$ cat config.mk
export PLATFORM = sky130hd
export DESIGN_NAME = cheri_tsmap_arb_flat
export DESIGN_NICKNAME = d
export VERILOG_FILES = /design/src/rtl/cheri_pkg.sv /design/src/rtl/cheri_tsmap_arb_if.sv /design/src/rtl/cheri_tsmap_rmw.sv /design/src/rtl/cheri_tsmap_arb.sv /design/src/flat_wrapper.sv
export SDC_FILE = /design/constraint.sdc
export NUM_CORES = 1
export LEC_CHECK = 0
export CELL_PAD_IN_SITES_DETAIL_PLACEMENT = 1
export CELL_PAD_IN_SITES_GLOBAL_PLACEMENT = 2
export CORE_AREA = 2 2 95 97
export DETAILED_ROUTE_END_ITERATION = 7
export DIE_AREA = 0 0 97 99
export DONT_BUFFER_PORTS = 1
export GPL_TIMING_DRIVEN = 0
export PLACE_DENSITY = 0.76
export RECOVER_POWER = 50
export SYNTH_ARGS = -nofsm -noshare
export SYNTH_HDL_FRONTEND = slang
export SYNTH_SLANG_ARGS = --single-unit
$ cat constraint.sdc
create_clock -name clk_i -period 5.6 [get_ports clk_i]
set_clock_uncertainty 0.05 [all_clocks]
set_input_delay 0.84 -clock clk_i [delete_from_list [all_inputs] [get_ports clk_i]]
set_output_delay 0.84 -clock clk_i [all_outputs]
set_load 0.03 [all_outputs]
$ cat src/rtl/cheri_pkg.sv
// Shared CHERI types for the TSMAP arbiter: bus op encoding, sequencer states,
// response source select and the bit-op word update helper.
package cheri_pkg;

  localparam int unsigned TSMAP_SIZE = 1024;

  typedef enum logic [1:0] {
    TSMAP_OP_PLAIN = 2'b00,
    TSMAP_OP_SET   = 2'b01,
    TSMAP_OP_CLR   = 2'b10,
    TSMAP_OP_RSVD  = 2'b11
  } tsmap_op_e;

  typedef enum logic {
    TSMAP_ST_IDLE   = 1'b0,
    TSMAP_ST_RMW_WR = 1'b1
  } tsmap_state_e;

  typedef enum logic [1:0] {
    TSMAP_RSP_ZERO = 2'b00,
    TSMAP_RSP_SRAM = 2'b01,
    TSMAP_RSP_OLD  = 2'b10
  } tsmap_rsp_e;

  function automatic logic [31:0] tsmap_bitop(input tsmap_op_e   op,
                                              input logic [31:0] old_w,
                                              input logic [31:0] mask);
    logic [31:0] res;
    res = old_w;
    if (op == TSMAP_OP_SET) res = old_w | mask;
    else if (op == TSMAP_OP_CLR) res = old_w & ~mask;
    return res;
  endfunction

endpackage

$ cat src/rtl/cheri_tsmap_arb_if.sv
// Bus requester port of the TSMAP arbiter. Handshake: the master holds
// bus_req_i and its payload stable until bus_gnt_o is seen high in the same cycle;
// exactly one bus_rvalid_o pulse follows each grant; bus_err_o/bus_rdata_o are
// meaningful only while bus_rvalid_o is high.
interface cheri_tsmap_arb_if;
  logic        bus_req_i;
  logic        bus_we_i;
  logic [1:0]  bus_op_i;
  logic [15:0] bus_addr_i;
  logic [31:0] bus_wdata_i;
  logic [3:0]  bus_be_i;
  logic        bus_gnt_o;
  logic        bus_rvalid_o;
  logic [31:0] bus_rdata_o;
  logic        bus_err_o;

  modport master (
    output bus_req_i, bus_we_i, bus_op_i, bus_addr_i, bus_wdata_i, bus_be_i,
    input  bus_gnt_o, bus_rvalid_o, bus_rdata_o, bus_err_o
  );

  modport slave (
    input  bus_req_i, bus_we_i, bus_op_i, bus_addr_i, bus_wdata_i, bus_be_i,
    output bus_gnt_o, bus_rvalid_o, bus_rdata_o, bus_err_o
  );
endinterface

$ cat src/rtl/cheri_tsmap_rmw.sv
// Bit-op read-modify-write datapath: latches address/mask/op at grant, captures
// the pre-update word on the first RMW_WR cycle and forms the new word.
module cheri_tsmap_rmw
  import cheri_pkg::*;
(
  input  logic        clk_i,
  input  logic        rst_ni,
  input  logic        i_load,
  input  logic [15:0] i_addr,
  input  logic [31:0] i_mask,
  input  tsmap_op_e   i_op,
  input  logic [31:0] i_rdata,
  output logic [15:0] o_addr,
  output logic [31:0] o_wdata,
  output logic [31:0] o_old_q
);

  logic [15:0] r_addr;
  logic [31:0] r_mask;
  tsmap_op_e   r_op;
  logic [31:0] r_old_q;
  logic        r_cap;
  logic [31:0] w_old;

  always_ff @(posedge clk_i or negedge rst_ni) begin
    if (!rst_ni) begin
      r_addr  <= '0;
      r_mask  <= '0;
      r_op    <= TSMAP_OP_PLAIN;
      r_old_q <= '0;
      r_cap   <= 1'b0;
    end else begin
      r_cap <= i_load;
      if (i_load) begin
        r_addr <= i_addr;
        r_mask <= i_mask;
        r_op   <= i_op;
      end
      if (r_cap) r_old_q <= i_rdata;
    end
  end

  // SRAM data is only ours on the entry cycle; later cycles may carry revocation reads.
  assign w_old   = r_cap ? i_rdata : r_old_q;
  assign o_addr  = r_addr;
  assign o_wdata = tsmap_bitop(r_op, w_old, r_mask);
  assign o_old_q = r_old_q;

endmodule

$ cat src/rtl/cheri_tsmap_arb.sv
// Single-port TSMAP SRAM arbiter: revocation reads always win, bus accesses use
// free cycles. Bit-set/clear RMW sequencing is built only with TSMAP_BITOP_EN.
module cheri_tsmap_arb
  import cheri_pkg::*;
#(
  parameter int unsigned TSMapSize = TSMAP_SIZE
) (
  input  logic              clk_i,
  input  logic              rst_ni,
  input  logic              trvk_cs_i,
  input  logic [15:0]       trvk_addr_i,
  output logic [31:0]       trvk_rdata_o,
  cheri_tsmap_arb_if.slave  bus,
  output logic              sram_cs_o,
  output logic              sram_we_o,
  output logic [15:0]       sram_addr_o,
  output logic [31:0]       sram_wdata_o,
  output logic [3:0]        sram_be_o,
  input  logic [31:0]       sram_rdata_i,
  input  logic              cnt_clr_i,
  output logic [15:0]       conflict_cnt_o,
  output tsmap_state_e      dbg_state_o
);

  tsmap_state_e r_state, w_state_d;
  tsmap_op_e    w_op;
  tsmap_rsp_e   r_rsp, w_rsp_d;
  logic         w_in_range, w_bitop, w_err_acc, w_gnt, w_start_rmw, w_wr_go;
  logic         r_rvalid, r_err, w_rvalid_d, w_err_d;
  logic [15:0]  r_cnt;
  logic [15:0]  w_rmw_addr;
  logic [31:0]  w_rmw_wdata, w_old_q;

  assign w_op       = tsmap_op_e'(bus.bus_op_i);
  assign w_in_range = ({16'h0, bus.bus_addr_i} < TSMapSize);

`ifdef TSMAP_BITOP_EN
  assign w_bitop   = bus.bus_we_i & ((w_op == TSMAP_OP_SET) | (w_op == TSMAP_OP_CLR));
  assign w_err_acc = ~w_in_range | (bus.bus_we_i & (w_op == TSMAP_OP_RSVD));

  cheri_tsmap_rmw u_rmw (
    .clk_i   (clk_i),
    .rst_ni  (rst_ni),
    .i_load  (w_start_rmw),
    .i_addr  (bus.bus_addr_i),
    .i_mask  (bus.bus_wdata_i),
    .i_op    (w_op),
    .i_rdata (sram_rdata_i),
    .o_addr  (w_rmw_addr),
    .o_wdata (w_rmw_wdata),
    .o_old_q (w_old_q)
  );
`else
  // Without RMW support every non-plain write is answered with an error.
  assign w_bitop     = 1'b0;
  assign w_err_acc   = ~w_in_range | (bus.bus_we_i & (w_op != TSMAP_OP_PLAIN));
  assign w_rmw_addr  = '0;
  assign w_rmw_wdata = '0;
  assign w_old_q     = '0;
`endif

  assign w_gnt       = bus.bus_req_i & ~trvk_cs_i & (r_state == TSMAP_ST_IDLE);
  assign w_start_rmw = w_gnt & w_bitop & ~w_err_acc;
  assign w_wr_go     = (r_state == TSMAP_ST_RMW_WR) & ~trvk_cs_i;

  always_comb begin
    w_state_d = r_state;
    unique case (r_state)
      TSMAP_ST_IDLE:   if (w_start_rmw) w_state_d = TSMAP_ST_RMW_WR;
      TSMAP_ST_RMW_WR: if (w_wr_go) w_state_d = TSMAP_ST_IDLE;
      default:         w_state_d = TSMAP_ST_IDLE;
    endcase
  end

  always_comb begin
    w_rvalid_d = 1'b0;
    w_err_d    = 1'b0;
    w_rsp_d    = TSMAP_RSP_ZERO;
    if (w_wr_go) begin
      w_rvalid_d = 1'b1;
      w_rsp_d    = TSMAP_RSP_OLD;
    end else if (w_gnt & ~w_start_rmw) begin
      w_rvalid_d = 1'b1;
      w_err_d    = w_err_acc;
      if (~w_err_acc & ~bus.bus_we_i) w_rsp_d = TSMAP_RSP_SRAM;
    end
  end

  // One SRAM port: revocation, then pending RMW write, then a fresh bus grant.
  always_comb begin
    sram_cs_o    = 1'b0;
    sram_we_o    = 1'b0;
    sram_addr_o  = '0;
    sram_wdata_o = '0;
    sram_be_o    = '0;
    if (trvk_cs_i) begin
      sram_cs_o   = 1'b1;
      sram_addr_o = trvk_addr_i;
    end else if (r_state == TSMAP_ST_RMW_WR) begin
      sram_cs_o    = 1'b1;
      sram_we_o    = 1'b1;
      sram_addr_o  = w_rmw_addr;
      sram_wdata_o = w_rmw_wdata;
      sram_be_o    = 4'hF;
    end else if (w_gnt & ~w_err_acc) begin
      sram_cs_o   = 1'b1;
      sram_we_o   = bus.bus_we_i & ~w_bitop;
      sram_addr_o = bus.bus_addr_i;
      if (bus.bus_we_i & ~w_bitop) begin
        sram_wdata_o = bus.bus_wdata_i;
        sram_be_o    = bus.bus_be_i;
      end
    end
  end

  always_ff @(posedge clk_i or negedge rst_ni) begin
    if (!rst_ni) begin
      r_state  <= TSMAP_ST_IDLE;
      r_rvalid <= 1'b0;
      r_err    <= 1'b0;
      r_rsp    <= TSMAP_RSP_ZERO;
      r_cnt    <= '0;
    end else begin
      r_state  <= w_state_d;
      r_rvalid <= w_rvalid_d;
      r_err    <= w_err_d;
      r_rsp    <= w_rsp_d;
      if (cnt_clr_i) r_cnt <= '0;
      else if (bus.bus_req_i & ~w_gnt & (r_cnt != 16'hFFFF)) r_cnt <= r_cnt + 16'd1;
    end
  end

  always_comb begin
    bus.bus_rdata_o = '0;
    if (r_rvalid) begin
      unique case (r_rsp)
        TSMAP_RSP_SRAM: bus.bus_rdata_o = sram_rdata_i;
        TSMAP_RSP_OLD:  bus.bus_rdata_o = w_old_q;
        default:        bus.bus_rdata_o = '0;
      endcase
    end
  end

  assign bus.bus_gnt_o    = w_gnt;
  assign bus.bus_rvalid_o = r_rvalid;
  assign bus.bus_err_o    = r_err;
  assign trvk_rdata_o     = sram_rdata_i;
  assign conflict_cnt_o   = r_cnt;
  assign dbg_state_o      = r_state;

endmodule

$ cat src/flat_wrapper.sv
// flat-port wrapper written by rule: the top's interface ports become plain ports
module cheri_tsmap_arb_flat import cheri_pkg::*;
#(
  parameter int unsigned TSMapSize = TSMAP_SIZE
)
  (clk_i, rst_ni, trvk_cs_i, trvk_addr_i, trvk_rdata_o, sram_cs_o, sram_we_o, sram_addr_o, sram_wdata_o, sram_be_o, sram_rdata_i, cnt_clr_i, conflict_cnt_o, dbg_state_o, bus_bus_req_i, bus_bus_we_i, bus_bus_op_i, bus_bus_addr_i, bus_bus_wdata_i, bus_bus_be_i, bus_bus_gnt_o, bus_bus_rvalid_o, bus_bus_rdata_o, bus_bus_err_o);
  cheri_tsmap_arb_if bus_i ();
  input  logic clk_i;
  input  logic rst_ni;
  input  logic trvk_cs_i;
  input  logic [15:0] trvk_addr_i;
  output logic [31:0] trvk_rdata_o;
  output logic sram_cs_o;
  output logic sram_we_o;
  output logic [15:0] sram_addr_o;
  output logic [31:0] sram_wdata_o;
  output logic [3:0] sram_be_o;
  input  logic [31:0] sram_rdata_i;
  input  logic cnt_clr_i;
  output logic [15:0] conflict_cnt_o;
  output tsmap_state_e dbg_state_o;
  input wire logic [$bits(bus_i.bus_req_i)-1:0] bus_bus_req_i;
  input wire logic [$bits(bus_i.bus_we_i)-1:0] bus_bus_we_i;
  input wire logic [$bits(bus_i.bus_op_i)-1:0] bus_bus_op_i;
  input wire logic [$bits(bus_i.bus_addr_i)-1:0] bus_bus_addr_i;
  input wire logic [$bits(bus_i.bus_wdata_i)-1:0] bus_bus_wdata_i;
  input wire logic [$bits(bus_i.bus_be_i)-1:0] bus_bus_be_i;
  output wire logic [$bits(bus_i.bus_gnt_o)-1:0] bus_bus_gnt_o;
  output wire logic [$bits(bus_i.bus_rvalid_o)-1:0] bus_bus_rvalid_o;
  output wire logic [$bits(bus_i.bus_rdata_o)-1:0] bus_bus_rdata_o;
  output wire logic [$bits(bus_i.bus_err_o)-1:0] bus_bus_err_o;
  assign bus_i.bus_req_i = bus_bus_req_i;
  assign bus_i.bus_we_i = bus_bus_we_i;
  assign bus_i.bus_op_i = bus_bus_op_i;
  assign bus_i.bus_addr_i = bus_bus_addr_i;
  assign bus_i.bus_wdata_i = bus_bus_wdata_i;
  assign bus_i.bus_be_i = bus_bus_be_i;
  assign bus_bus_gnt_o = bus_i.bus_gnt_o;
  assign bus_bus_rvalid_o = bus_i.bus_rvalid_o;
  assign bus_bus_rdata_o = bus_i.bus_rdata_o;
  assign bus_bus_err_o = bus_i.bus_err_o;
  cheri_tsmap_arb #(.TSMapSize(TSMapSize)) u_core (.clk_i(clk_i), .rst_ni(rst_ni), .trvk_cs_i(trvk_cs_i), .trvk_addr_i(trvk_addr_i), .trvk_rdata_o(trvk_rdata_o), .bus(bus_i), .sram_cs_o(sram_cs_o), .sram_we_o(sram_we_o), .sram_addr_o(sram_addr_o), .sram_wdata_o(sram_wdata_o), .sram_be_o(sram_be_o), .sram_rdata_i(sram_rdata_i), .cnt_clr_i(cnt_clr_i), .conflict_cnt_o(conflict_cnt_o), .dbg_state_o(dbg_state_o));
endmodule
Word-level counts from Yosys, hierarchy flattened
Cells that the tools add are included.
- equal/unequal tests: 2
- order comparisons: 1
- shift-type cells: 0
- $add $sub $neg: 1
- bitwise operators: 15
- reductions and logical operators: 2
- div/mod/pow operators: 0
- multiply operators: 0
- multiplexer cells: 30
- operators with widths (kind ; count):
    2-to-1 mux 32 bit ; 6
    2-to-1 mux 16 bit ; 5
    adder 16 x 1 -> 16 bit (second input constant) ; 1
    less-than comparator 16 x 11 -> 1 bit (second input constant) ; 1
    2-to-1 mux 4 bit ; 4
    != test 16 bit (second input constant) ; 1
    2-to-1 mux 1 bit ; 13
    AND 1 bit ; 8
    inverter 1 bit ; 6
    nonzero test 2 bit ; 2
    == test 2 x 1 -> 1 bit (second input constant) ; 1
    2-to-1 mux 2 bit ; 1
    one-hot mux 1 bit (2 select lines) ; 1
    OR 1 bit ; 1
- bits in read-only memories: 0
- bits in registers: 21
- latch bits: 0
- memories: 0
- bits in writable memories: 0

Depth between registers and ports, before layout
Gate-level depths: netlist (run 1).
- depth in word-level cells: 8
- depth in mapped cells: 5
- depth with buffers taken out: 5

Worst setup path before layout (run 1)
OpenSTA, ideal clock, no wires.
- path type: input-to-output
- from: in bus_bus_addr_i[13]
- to: out sram_wdata_o[25]
- arrival time: 2309 ps
- buffers on the path: 1
- cell stages on the path: 4
- path slack: 2401 ps
- cells stage by stage: or4_1 -> nor4_4 -> buf_2 -> and2_1
- cells in the longest elaborated chain, start to end: 8
- RTL lines (element ; RTL line ; source):
    start: declaration ; flat_wrapper.sv:25 ; input wire logic [$bits(bus_i.bus_addr_i)-1:0] bus_bus_addr_i;
    less-than comparator 16 x 11 -> 1 bit ; cheri_tsmap_arb.sv:35 ; assign w_in_range = ({16'h0, bus.bus_addr_i} < TSMapSize);
    inverter 1 bit ; cheri_tsmap_arb.sv:56 ; assign w_err_acc = ~w_in_range | (bus.bus_we_i & (w_op != TSMAP_OP_PLAIN));
    OR 1 bit ; cheri_tsmap_arb.sv:56 ;
    inverter 1 bit ; n/a ;
    AND 1 bit ; cheri_tsmap_arb.sv:105 ; end else if (w_gnt & ~w_err_acc) begin
    2-to-1 mux 32 bit ; cheri_tsmap_arb.sv:105 ;
    2-to-1 mux 32 bit ; cheri_tsmap_arb.sv:99 ; end else if (r_state == TSMAP_ST_RMW_WR) begin
    2-to-1 mux 32 bit ; cheri_tsmap_arb.sv:96 ; if (trvk_cs_i) begin
    end: declaration ; flat_wrapper.sv:16 ; output logic [31:0] sram_wdata_o;
No other way between the ends.

Final worst setup path (run 1)
- from: reg u_core.r_state (netlist: u_core.dbg_state_o)
- to: out sram_wdata_o[21]
- cells in the longest elaborated chain, start to end: 6
- RTL lines (element ; RTL line ; source):
    start: declaration ; cheri_tsmap_arb.sv:25 ; tsmap_state_e r_state, w_state_d;
    start signal: assignment ; cheri_tsmap_arb.sv:124 ; r_state <= w_state_d;
    inverter 1 bit ; cheri_tsmap_arb.sv:62 ; assign w_gnt = bus.bus_req_i & ~trvk_cs_i & (r_state == TSMAP_ST_IDLE);
    AND 1 bit ; cheri_tsmap_arb.sv:62 ;
    AND 1 bit ; cheri_tsmap_arb.sv:105 ;
    2-to-1 mux 32 bit ; cheri_tsmap_arb.sv:105 ;
    2-to-1 mux 32 bit (*) ; cheri_tsmap_arb.sv:99 ;
    2-to-1 mux 32 bit (*) ; cheri_tsmap_arb.sv:96 ;
Mark *: on every way between the ends. The rest lies on a longest branch, timed or not.

==> impl.org, run 1 <==
** Global route
- The first global-routing pass estimated 10900 um of wire.
- Initial antenna violation count :: 0
- The via count of the first global-routing pass was 1846.
- GRT Total Usage :: between 10 and 15%
- Entering global routing, the biggest net connects 22 pins.
- Summed over all layers, the global routing overflow is 0.

** STA
- Max Freq :: 0.289 GHz
- The number of hold-slack violations in the final timing report was 0.
- Number of slew-limit violations in the final report :: 0
- Setup repair after global routing left no endpoint under its margin.
- Headroom to the max-slew limit :: 34.8%
- For the pin with the worst max-slew slack, the measured transition is slightly below 1 ns.
- Accumulated negative setup slack :: 0 ns
- Final cycle utilization of the critical path :: between 60% and 70%
- Tmin final :: ~3.5 ns
- Setup violations remaining at the end of the flow were counted as 0.

** Setup path
- Critical path capture point type :: primary output
- For the worst setup path, the data required time is 4.71 ns.
- Data on the critical path arrives at its endpoint at ~2.6 ns.
- Grouping stages by cell kind, the critical path spends the most delay in simple AND/OR/NAND/NOR gates.
- The slowest stage of the critical path belongs to the cell dfrtp_1.
- For this run, the slowest stage of the critical path takes roughly 0.59 ns.
- Count of buffering cells on the critical path with inverters included :: 1
- Walking the worst path, the cells encountered are or3b_1 -> nor4_4 -> buf_2 -> and2_1.
- STA classifies the critical path startpoint as a register.
- In this run the worst path has a maximum fanout of 10.
- Crit path kind :: reg -> out

** Yosys
- Syn avg cell area :: 8.00 um^2
- Count of state elements after synthesis :: 21
- The mapped netlist covers 2040 um^2.
- Nets in the synthesized netlist :: 364
- During synthesis, Yosys emitted a total of 0 warnings.
- Fraction of post-synthesis cell area in the top cell type by area :: 25.8%
- Top cells by area in the synthesized netlist :: dfrtp_1 26%, and2_1 22%, buf_4 12%
- Of the synthesized area, sequential elements account for between 20% and 30%.
- Largest area contributor in the netlist :: dfrtp_1
- Netlist cell types :: 39
- Synthesis produced 255 cells.

** Routing
- DRC violations left :: 0
- WL per Instance :: roughly 21 um
- DRT Wirelength :: 7800 um
- The routed layout has roughly 1.9k vias.
- In this run the remaining antenna-violating nets after routing total 0.
- Before antenna repair, the detailed router went through 4 iterations.
- Vias per cell :: 5.26
- Initial DRC Count :: 33

** Clocking
- Clock Tree Buf Depth :: 2
- Post-cts hold buffer count :: 0
- In this run the number of H-tree levels came out at 1.
- The number of gates resized after CTS was 0.
- Clock latency on the worst-skew pair, taken at its later pin, is 0.26 ns.
- For this design, the sink count on the clock tree is 21.
- Post-CTS timing repair inserted 0 buffers for setup.
- Counting the buffers created by CTS gives 3.
- Clock slew seen by the registers of the worst setup and hold paths :: 0.08 ns
- The cell sitting at the root of the clock tree is a clkbuf_8.
- CTS tree :: yes

** Layout
- Most common cell after layout, fill and taps aside :: and2_1
- From synthesis to final layout, the design area changed by 2.15%.
- Highest-count cells in the layout ignoring fill and taps :: 70 x and2_1, 41 x clkbuf_1, 21 x dfrtp_1
- Leaving out filler cells and counting taps, the final layout contains roughly 370.
- Net count, final :: 369
- Cells with a size suffix above 1 make up 8.88% of the layout.
- The repair_antennas step left the layout with diodes totalling 0.

** Die
- Die area :: 9600 um^2
- The core region is 8550 um^2.
- For this configuration, the core starts out at a cell density of a little under a quarter.
- Total number of placement rows :: 34
- From left edge to right edge, the die measures 97 um.
- For this design the top-level I/O count stands at 246.
- The die is 99 um tall.

** Hold path
- The tightest min-delay check is of the in -> async type.

** Place
- Detailed placement finished with a half-perimeter wire length of 6750 um.
- Dpl cells :: 363
- Global placement routability congestion :: 0.804
- During placement, the flow inserted port buffers numbering 0.

** Power and ir drop
- Cell leakage power :: 0.860 nW
- For this design the ratio of total power to cell area is between 150 and 200 nW/um^2.
- Maximum resistive drop on vdd :: 108 uV

** Run status
- Outcome :: completed

** Job
- The tool flagged a number of max-cap violations equal to 0.
[sequential cells by signal, indices dropped and copies added (netlist names)]
name and count:
u_core.conflict_cnt_o 16, u_core.bus.bus_err_o 1, u_core.r_rsp 2, u_core.bus.bus_rvalid_o 1, u_core.dbg_state_o 1
[power by group]
group / leakage [nW] / switching (mW) / internal, mW
Clock: 0.0228 / 0.0487 / 0.0506
Combinational: 0.547 / 0.0558 / 0.0144
Sequential: 0.291 / 0.00563 / 0.153
Total: 0.860 / 0.110 / 0.218
[layer usage]
| layer | global-route usage (%) | wire, um | up-vias |
|---|---|---|---|
| li1 | - | - | 849 |
| met1 | 15.4 | 2710 | 930 |
| met2 | 29.4 | 4340 | 150 |
| met3 | 4.04 | 721 | 2 |
| met4 | 1.63 | 27 | 0 |
| met5 | 0 | 0 | - |
[synth_stat cells]
cell           count
a21oi_1           13
nor4_4             1
or3b_1             1
o21ai_1            1
dlygate4sd1_1      1
dfrtp_1           21
mux2i_1            1
buf_4             32
o21ba_2            1
and4_2             1
nand2_1           16
nand4_2            1
o2111a_1           1
a22o_1            10
mux2_2             6
or4_1              6
buf_2              4
ha_1               1
nor2_1            10
and3_1             2
nand4_1            4
or3b_2             1
nor4_1             4
o31ai_1            5
nor2b_1            6
or2_2              3
nand3_1            4
o211ai_1           1
or2_4              1
o31a_2             1
inv_1              2
or3_1              2
clkbuf_1           7
o21ai_0            6
nand2b_1           3
buf_6              1
nor3_1             1
and2_1            71
or3_2              2
[cell families (layout without fill, tap and decap cells)]
family          after synthesis  count (layout)  share of synthesized area [%]
compound gates               39              39                           12.9
fa+ha+maj                     1               1                          0.613
buf+inv                      47              51                           15.4
flops                        21              21                           25.8
mux                           7               7                           3.80
simple gates                140             140                           41.5
[area by class of cell]
type | instances | area (um^2)
Sequential cell | 21 | 526
Inverter | 2 | 7.51
Fill cell | 1063 | 6470
Multi-Input combinational cell | 187 | 1190
Buffer | 45 | 179
Clock buffer | 4 | 45.0
Tap cell | 108 | 135
[stage by stage]
stage | hold WS, ns | instance area, um^2 | worst slack (ns) | total power [mW] | utilization [%]
4_1_cts | 0.209 | 2220 | 2.02 | 0.344 | 26.0
3_3_place_gp | 0.495 | 2180 | 2.15 | 0.242 | 25.4
3_5_place_dp | 0.495 | 2180 | 2.14 | 0.243 | 25.4
6_report | 0.219 | 2080 | 2.14 | 0.328 | 24.4
5_1_grt | 0.194 | 2080 | 1.91 | 0.345 | 24.4
2_1_floorplan | 0.494 | 2040 | 2.40 | 0.235 | -
[final timing paths]
check	endpoint	startpoint	slack, ns	depth (start not counted)
worst max-delay path	sram_wdata_o[21]	u_core.dbg_state_o$_DFF_PN0_	2.14	4
worst min-delay path	u_core.conflict_cnt_o[13]$_DFFE_PN0P_	rst_ni	0.22	0
worst max register to register	u_core.conflict_cnt_o[14]$_DFFE_PN0P_	u_core.conflict_cnt_o[3]$_DFFE_PN0P_	3.22	5
worst min register to register	u_core.conflict_cnt_o[15]$_DFFE_PN0P_	u_core.conflict_cnt_o[15]$_DFFE_PN0P_	0.70	2
max in group asynchronous	u_core.dbg_state_o$_DFF_PN0_	rst_ni	5.21	0
min in group clk_i	u_core.r_rsp[0]$_DFF_PN0_	bus_bus_we_i	0.60	1
Power figures use the tool's default switching activity.
==> run 2, diff against run 1 <==
--- a/config.mk
+++ b/config.mk
@@ -7,12 +7,13 @@
 export LEC_CHECK = 0
 export CELL_PAD_IN_SITES_DETAIL_PLACEMENT = 1
 export CELL_PAD_IN_SITES_GLOBAL_PLACEMENT = 2
-export CORE_AREA = 2 2 95 97
+export CORE_ASPECT_RATIO = 0.75
+export CORE_MARGIN = 2
+export CORE_UTILIZATION = 26
 export DETAILED_ROUTE_END_ITERATION = 7
-export DIE_AREA = 0 0 97 99
 export DONT_BUFFER_PORTS = 1
 export GPL_TIMING_DRIVEN = 0
-export PLACE_DENSITY = 0.76
+export PLACE_DENSITY = 0.84
 export RECOVER_POWER = 50
 export SYNTH_ARGS = -nofsm -noshare
 export SYNTH_HDL_FRONTEND = slang
==> constraint.sdc (replaced) <==
create_clock -name clk_i -period 3.1 [get_ports clk_i]
set_clock_uncertainty 0.05 [all_clocks]
set_input_delay 0.465 -clock clk_i [delete_from_list [all_inputs] [get_ports clk_i]]
set_output_delay 0.465 -clock clk_i [all_outputs]
set_load 0.03 [all_outputs]
==> run 2 against run 1 <==
Net effect:
- wire length up 2.7%
- sequential share of layout area down 0.12 points
- register-to-register slack worse by 2.6 ns
==> impl.org, run 2 (synthesis results as in run 1) <==
** Clocking
- The tree built by TritonCTS fans out to 21 sinks.
- Number of CTS-inserted buffers :: 3
- Post-CTS timing repair inserted 0 buffers for setup.
- H-Tree Level Count :: 1
- The longest clock path from root to sink contains 2 buffers.
- Clock-pin slew was measured on the worst setup and hold paths at roughly 0.08 ns.
- CTS tree :: yes
- The root buffer cell chosen for the clock tree is clkbuf_8.
- Clock latency on the worst-skew pair :: approximately 0.27 ns

** Global route
- Gr ovfl total :: 0
- GRT Total Usage :: 16.2%
- Initial antenna violation count :: 0
- The via count of the first global-routing pass is around 1.8k.
- Maximum number of pins on one net before global-route repair :: 22
- Wire length of the first global-routing pass :: 10300 um

** Layout
- Leaving out fill and tap cells, the most frequent cells in the layout are 71 x and2_1, 41 x clkbuf_1, 21 x dfrtp_1.
- The multi-input combinational cells in the finished layout cover a total of 1200 um^2.
- The register with the most flip-flops in the layout has 16 of them.
- Sequential cell area :: 526 um^2
- In the final design database the tool counted 370 nets.
- Share of final-layout standard cells stronger than drive strength 1 :: 11.9%
- Non-filler instance count after layout :: 361
- 0 antenna diodes ended up in the layout.
- Counting the fill cells in the layout gives 929.
- From synthesis to final layout, the design area changed by 2.64%.
- Once layout is complete, the utilization of the core stands at 28.1%.
- Leaving out fill and tap cells, the most frequent cell in the layout is and2_1.

** Die
- Total number of placement rows :: 27
- Initial core utilization :: 27.3%
- Horizontal extent of the die :: about 110 um
- Top-Level Pins :: 246
- The floorplan step set the die height to 80.7 um.
- Die area :: between 8000 and 9000 um^2
- The floorplan step defined a core boundary enclosing between 7000 and 8000 um^2.

** Setup path
- Cell with the biggest individual delay on the critical path :: or3b_1
- STA puts the critical path data required time at 2.58 ns.
- Count of buffering cells on the critical path with inverters included :: 2
- Critical path capture point type :: primary output
- Worst endpoint data arrival time :: between 2 and 2.5 ns
- Critical path launch point type :: register
- For flop-to-flop paths, the worst setup slack is 0.67 ns.
- Peak fanout along the critical path :: 10
- The number of cells on the worst reg-to-reg path is 4.
- In this design, the stage delay of the slowest critical-path cell is 0.58 ns.
- The worst register-to-register path begins at u_core.conflict_cnt_o[3]$_DFFE_PN0P_.
- The setup path with the least slack is of type reg -> out.
- List of cells traversed by the critical path :: or3b_1 -> inv_2 -> and3_1 -> buf_2 -> a22o_1
- Largest delay share family, worst path :: simple AND/OR/NAND/NOR gates
- Launching instance or port of the critical path :: u_core.dbg_state_o$_DFF_PN0_
- In this run the critical register-to-register path is captured at u_core.conflict_cnt_o[6]$_DFFE_PN0P_.

** STA
- Setup repair after global routing missed its margin :: true
- Dividing the final minimum period by the clock period gives 95.2%.
- Number of slew-limit violations in the final report :: 0
- Tmin final :: 2.95 ns
- Derived from the worst setup path, the maximum achievable clock frequency is 0.339 GHz.
- Final hold vios :: 0
- Accumulated negative setup slack :: 0 ns
- Setup violators final :: 0
- Worst Max-Slew Pin Slew :: 1.05 ns
- Worst hold-check slack :: 0.218 ns
- In this run the tightest slew margin relative to its limit is 29.3%.

** Job
- Number of maximum-capacitance constraint violations :: 0

** Power and ir drop
- Part of the power in combinational logic :: between 20 and 25%
- Sequential cell fraction of total power :: 47.1%
- Per report_power, the clock group accounts for 30.4% of the total.
- Internal power component :: 396 uW
- In this run the static leakage power is approximately 0.87 nW.
- Power density cells :: 291 nW/um^2
- The design draws 609 uW.
- The worst-case IR drop observed on VDD is 102 uV.
- Net switching power :: 212 uW
- Switch share :: 34.9%

** Routing
- The count of nets left with antenna violations once routing finished came out at 0.
- For this run, design rule violations remaining after detail routing come to 0.
- In the final routed layout, each cell accounts on average for 22.2 um.
- Length of the first detailed-routing pass in iterations :: 4
- In the routed layout, each cell is associated on average with a via count of 5.31.
- For this block, the via count after detailed routing is between 1.5k and 2k.
- Initial DRC Count :: 39
- The routed design has 8010 um of wire.

** Place
- During placement, the flow inserted port buffers numbering 0.
- After legalization and detailed placement, the total HPWL measured 6880 um.
- At the end of routability-driven placement, the weighted congestion stood at 0.791.
- Dpl cells :: 356

** Hold path
- Type of the most critical hold path :: in -> reg
- For hold timing, the worst endpoint is u_core.r_rsp[0]$_DFF_PN0_.
- Cell count of the worst hold path :: 1
- The worst hold path begins at bus_bus_we_i.

** Run status
- Outcome :: completed
[run 2: worst max-delay path by stage]
stage | endpoint | depth (start not counted)
CTS | sram_addr_o[5] | 5
global route | sram_wdata_o[27] | 4
floorplan | sram_addr_o[0] | 5
detailed placement | sram_addr_o[3] | 5
finish | sram_addr_o[7] | 5
global placement | sram_addr_o[3] | 5
[run 2: per-layer routing]
layer,GRT usage [%],wire length (um),vias up
met5,0,0,-
met4,3.16,95,0
met3,3.57,648,7
met2,27.8,4060,123
met1,21.1,3200,937
li1,-,-,849
[run 2: repair_timing]
action	in CTS	in global routing
hold buffers	1	0
gates resized for setup	2	6
endpoints found under the setup margin	4	10
pin swaps	1	0
hold endpoints to repair	21	0
[run 2: layout make-up]
cell class	instances	area share, %
Multi-Input combinational cell	187	57.3
Sequential cell	21	25.1
Buffer	45	8.54
Tap cell	101	6.03
Clock buffer	4	2.15
Timing Repair Buffer	1	0.478
Inverter	2	0.358
[run 2: metrics by stage]
step	instance area, um^2	setup WS [ns]
after floorplan	2040	0.624
after global placement	2170	0.308
final	2090	0.150
after CTS	2220	0.00222
after global routing	2090	-0.00124
after detailed placement	2170	0.284
[run 2: power by group through the flow]
stage          clock, mW  sequential, mW  combinational, mW
6_report           0.185           0.287              0.137
5_1_grt            0.204           0.288              0.145
4_1_cts            0.194           0.287              0.157
3_5_place_dp           0           0.292              0.150
3_3_place_gp           0           0.292              0.149
2_1_floorplan          0           0.290              0.134
[run 2: worst reg2reg max path, stage by stage, from the launching register on]
cell and delay (ns):
dfrtp_1 0.63, nand4_1 0.28, nor4_1 0.96, o21ai_0 0.24, a21oi_1 0.20
==> run 3, diff against run 2 <==
--- a/config.mk
+++ b/config.mk
@@ -5,14 +5,13 @@
 export SDC_FILE = /design/constraint.sdc
 export NUM_CORES = 1
 export LEC_CHECK = 0
-export CELL_PAD_IN_SITES_DETAIL_PLACEMENT = 1
+export CELL_PAD_IN_SITES_DETAIL_PLACEMENT = 0
 export CELL_PAD_IN_SITES_GLOBAL_PLACEMENT = 2
 export CORE_ASPECT_RATIO = 0.75
 export CORE_MARGIN = 2
 export CORE_UTILIZATION = 26
 export DETAILED_ROUTE_END_ITERATION = 7
 export DONT_BUFFER_PORTS = 1
-export GPL_TIMING_DRIVEN = 0
 export PLACE_DENSITY = 0.84
 export RECOVER_POWER = 50
 export SYNTH_ARGS = -nofsm -noshare
==> run 3 against run 2 <==
Net effect:
- core utilization shrank 1.4 points
- sequential share of layout area increased by 1.4 points
- via count is 7.0% lower
- final area down 5.1%
- cell count shrank 9.7%
- sequential power about the same
- combinational power decreased by 55%
- largest power group unchanged
==> impl.org, run 3 (synthesis results as in run 1) <==
** Clocking
- The tree is rooted in a clkbuf_8.
- The number of setup buffers added after CTS is 0.
- Post-CTS repair changed the size of 0 cells.
- Total clock sinks :: 21
- The number of hold buffers added after CTS was 1.
- Clock latency on the worst-skew pair :: 0.26 ns
- The clock passes through at most 2 buffers.
- Clock slew seen by the registers of the worst setup and hold paths :: approximately 0.080 ns
- In this run the number of H-tree levels came out at 1.
- Number of CTS-inserted buffers :: 3
- CTS tree :: yes

** Routing
- Number of nets with antenna violations after detailed routing :: 0
- The pre-antenna-repair detailed-routing pass consisted of 4 iterations.
- For this block, the via count after detailed routing is 1782.
- WL per Instance :: approximately 22 um
- DRC violations left :: 0
- For this block, the routed nets add up to ~7200 um of wire.
- Vias per cell :: 5.47
- Initial DRC Count :: 94

** Layout
- Share of final-layout standard cells stronger than drive strength 1 :: about an eighth
- Net count, final :: 335
- Max reg flops :: 16
- Final design instance area without fill :: 1990 um^2
- Non-filler instance count after layout :: 326
- Leaving out fill and tap cells, the most frequent cell in the layout is and2_1.
- In the layout the commonest cells are 65 x and2_1, 21 x dfrtp_1, 16 x nand2_1.
- From synthesis to final layout, the design area changed by -2.64%.
- Counting the fill cells in the layout gives 806.
- Diode insertion count for antenna repair :: 0

** Global route
- Met1 global-route usage :: 20.0%
- The via count of the first global-routing pass was 1463.
- Initial antenna violation count :: 4
- Met2 track demand over resource in global routing :: 23.3%
- Met3 Track Usage GR :: ~4.5%
- Most Used Layer, Global Route :: met2
- Wire length of the first global-routing pass :: 9140 um
- Maximum number of pins on one net before global-route repair :: 38
- The total overflow left after global routing is 0.
- GRT Total Usage :: around 15%

** Setup path
- Largest delay share family, worst path :: simple AND/OR/NAND/NOR gates
- The signal on the critical path passes through or3b_1 -> inv_1 -> and3_1 -> a22o_1.
- Critical path launch point type :: register
- Critical path depth in cells :: 4
- The slowest stage of the critical path belongs to the cell or3b_1.
- Max stage delay on crit path :: approximately 0.5 ns
- In this run the critical register-to-register path is launched from u_core.dbg_state_o$_DFF_PN0_.
- Count of buffering cells on the critical path with inverters included :: 1
- Counting cells, the worst reg-to-reg path comes to 5.
- The worst setup path is captured at a primary output.
- In this run the worst path has a maximum fanout of 11.
- Required @ worst endpoint :: ~2.6 ns
- Data arrives at the worst endpoint at 2.14 ns.
- The most critical setup path has its startpoint at u_core.dbg_state_o$_DFF_PN0_.
- The critical path is of the reg -> out type.

** Die
- Die Y-Extent :: about 80 um
- Initial core utilization :: 27.3%
- Total number of placement rows :: 27
- Horizontal extent of the die :: between 100 and 150 um
- approximately 250 I/O pins were placed.
- In this run the standard cell core region covers ~7500 um^2.
- Die area :: between 8000 and 9000 um^2

** Place
- Global placement routability congestion :: 0.779
- In this run, placement finished with an instance count of 321.
- The HPWL after detailed placement is 6140 um.
- Number of port buffers :: 0
- The placed instances occupy a cell area of 1940 um^2.

** Run status
- The run finished with clean final reports.

** STA
- Setup repair after global routing missed its margin :: false
- The number of hold-slack violations in the final timing report was 0.
- The worst path needs 2.65 ns of the cycle, external delays included.
- Max Freq :: 0.377 GHz
- In this run the tightest slew margin relative to its limit is 33.2%.
- Setup total negative slack on the finished layout was measured at 0 ns.
- The max-slew violation count came to 0.
- For the pin with the worst max-slew slack, the measured transition is 0.998 ns.
- Setup violations remaining at the end of the flow were counted as 0.
- The worst path uses 85.6% of the clock period.

** Hold path
- The tightest min-delay check is of the in -> reg type.
- Cell count of the worst hold path :: 1
- The startpoint identified for the worst hold timing path is cnt_clr_i.

** Power and ir drop
- Maximum resistive drop on vdd :: 182 uV
- Post-layout total power :: between 500 and 600 uW
- Power density cells :: between 200 and 300 nW/um^2
- Summed over all cells, the static leakage comes to 0.842 nW.

** Job
- Number of maximum-capacitance constraint violations :: 0
-- run 3: layout make-up --
type | instances | area [um^2] | share of cell area, %
timing repair buffer | 11 | 77.6 | 3.90
inverter | 2 | 7.51 | 0.378
clock inverter | 1 | 7.51 | 0.378
clock buffer | 3 | 41.3 | 2.08
sequential | 21 | 526 | 26.4
multi-input combinational | 187 | 1200 | 60.5
tap | 101 | 126 | 6.36
-- run 3: report_power, final --
group / internal [mW] / total (mW) / switching (mW)
sequential: 0.276 / 0.287 / 0.0102
clock: 0.0908 / 0.186 / 0.0947
combinational: 0.0170 / 0.0623 / 0.0453
-- run 3: worst reg2reg max path, stage by stage (launching register included) --
cell and delay, ns:
dfrtp_1 0.34, clkbuf_1 0.46, o2111a_1 0.37, o21ai_0 0.31, or4_1 0.56, a21oi_1 0.16
-- run 3: layer usage --
layer,up-vias,part of all wire (%)
met2,159,48
met4,0,1.1
met3,13,11
li1,774,-
met1,836,40
met5,-,0
-- run 3: final timing paths --
kind	end	slack, ns
min	u_core.conflict_cnt_o[15]$_DFFE_PN0P_	0.20
min in group asynchronous	u_core.conflict_cnt_o[15]$_DFFE_PN0P_	0.76
max reg2reg	u_core.conflict_cnt_o[13]$_DFFE_PN0P_	0.78
min reg2reg	u_core.bus.bus_err_o$_DFF_PN0_	0.66
max in group asynchronous	u_core.conflict_cnt_o[7]$_DFFE_PN0P_	1.63
max	sram_addr_o[0]	0.45
-- run 3: metrics by stage --
stage	worst slack (ns)	utilization [%]	hold slack (ns)
6_report	0.445	26.6	0.201
5_1_grt	0.321	26.6	0.177
4_1_cts	0.432	26.7	0.189
3_5_place_dp	0.489	25.9	0.120
3_3_place_gp	0.525	25.9	0.120
2_1_floorplan	0.624	-	0.119
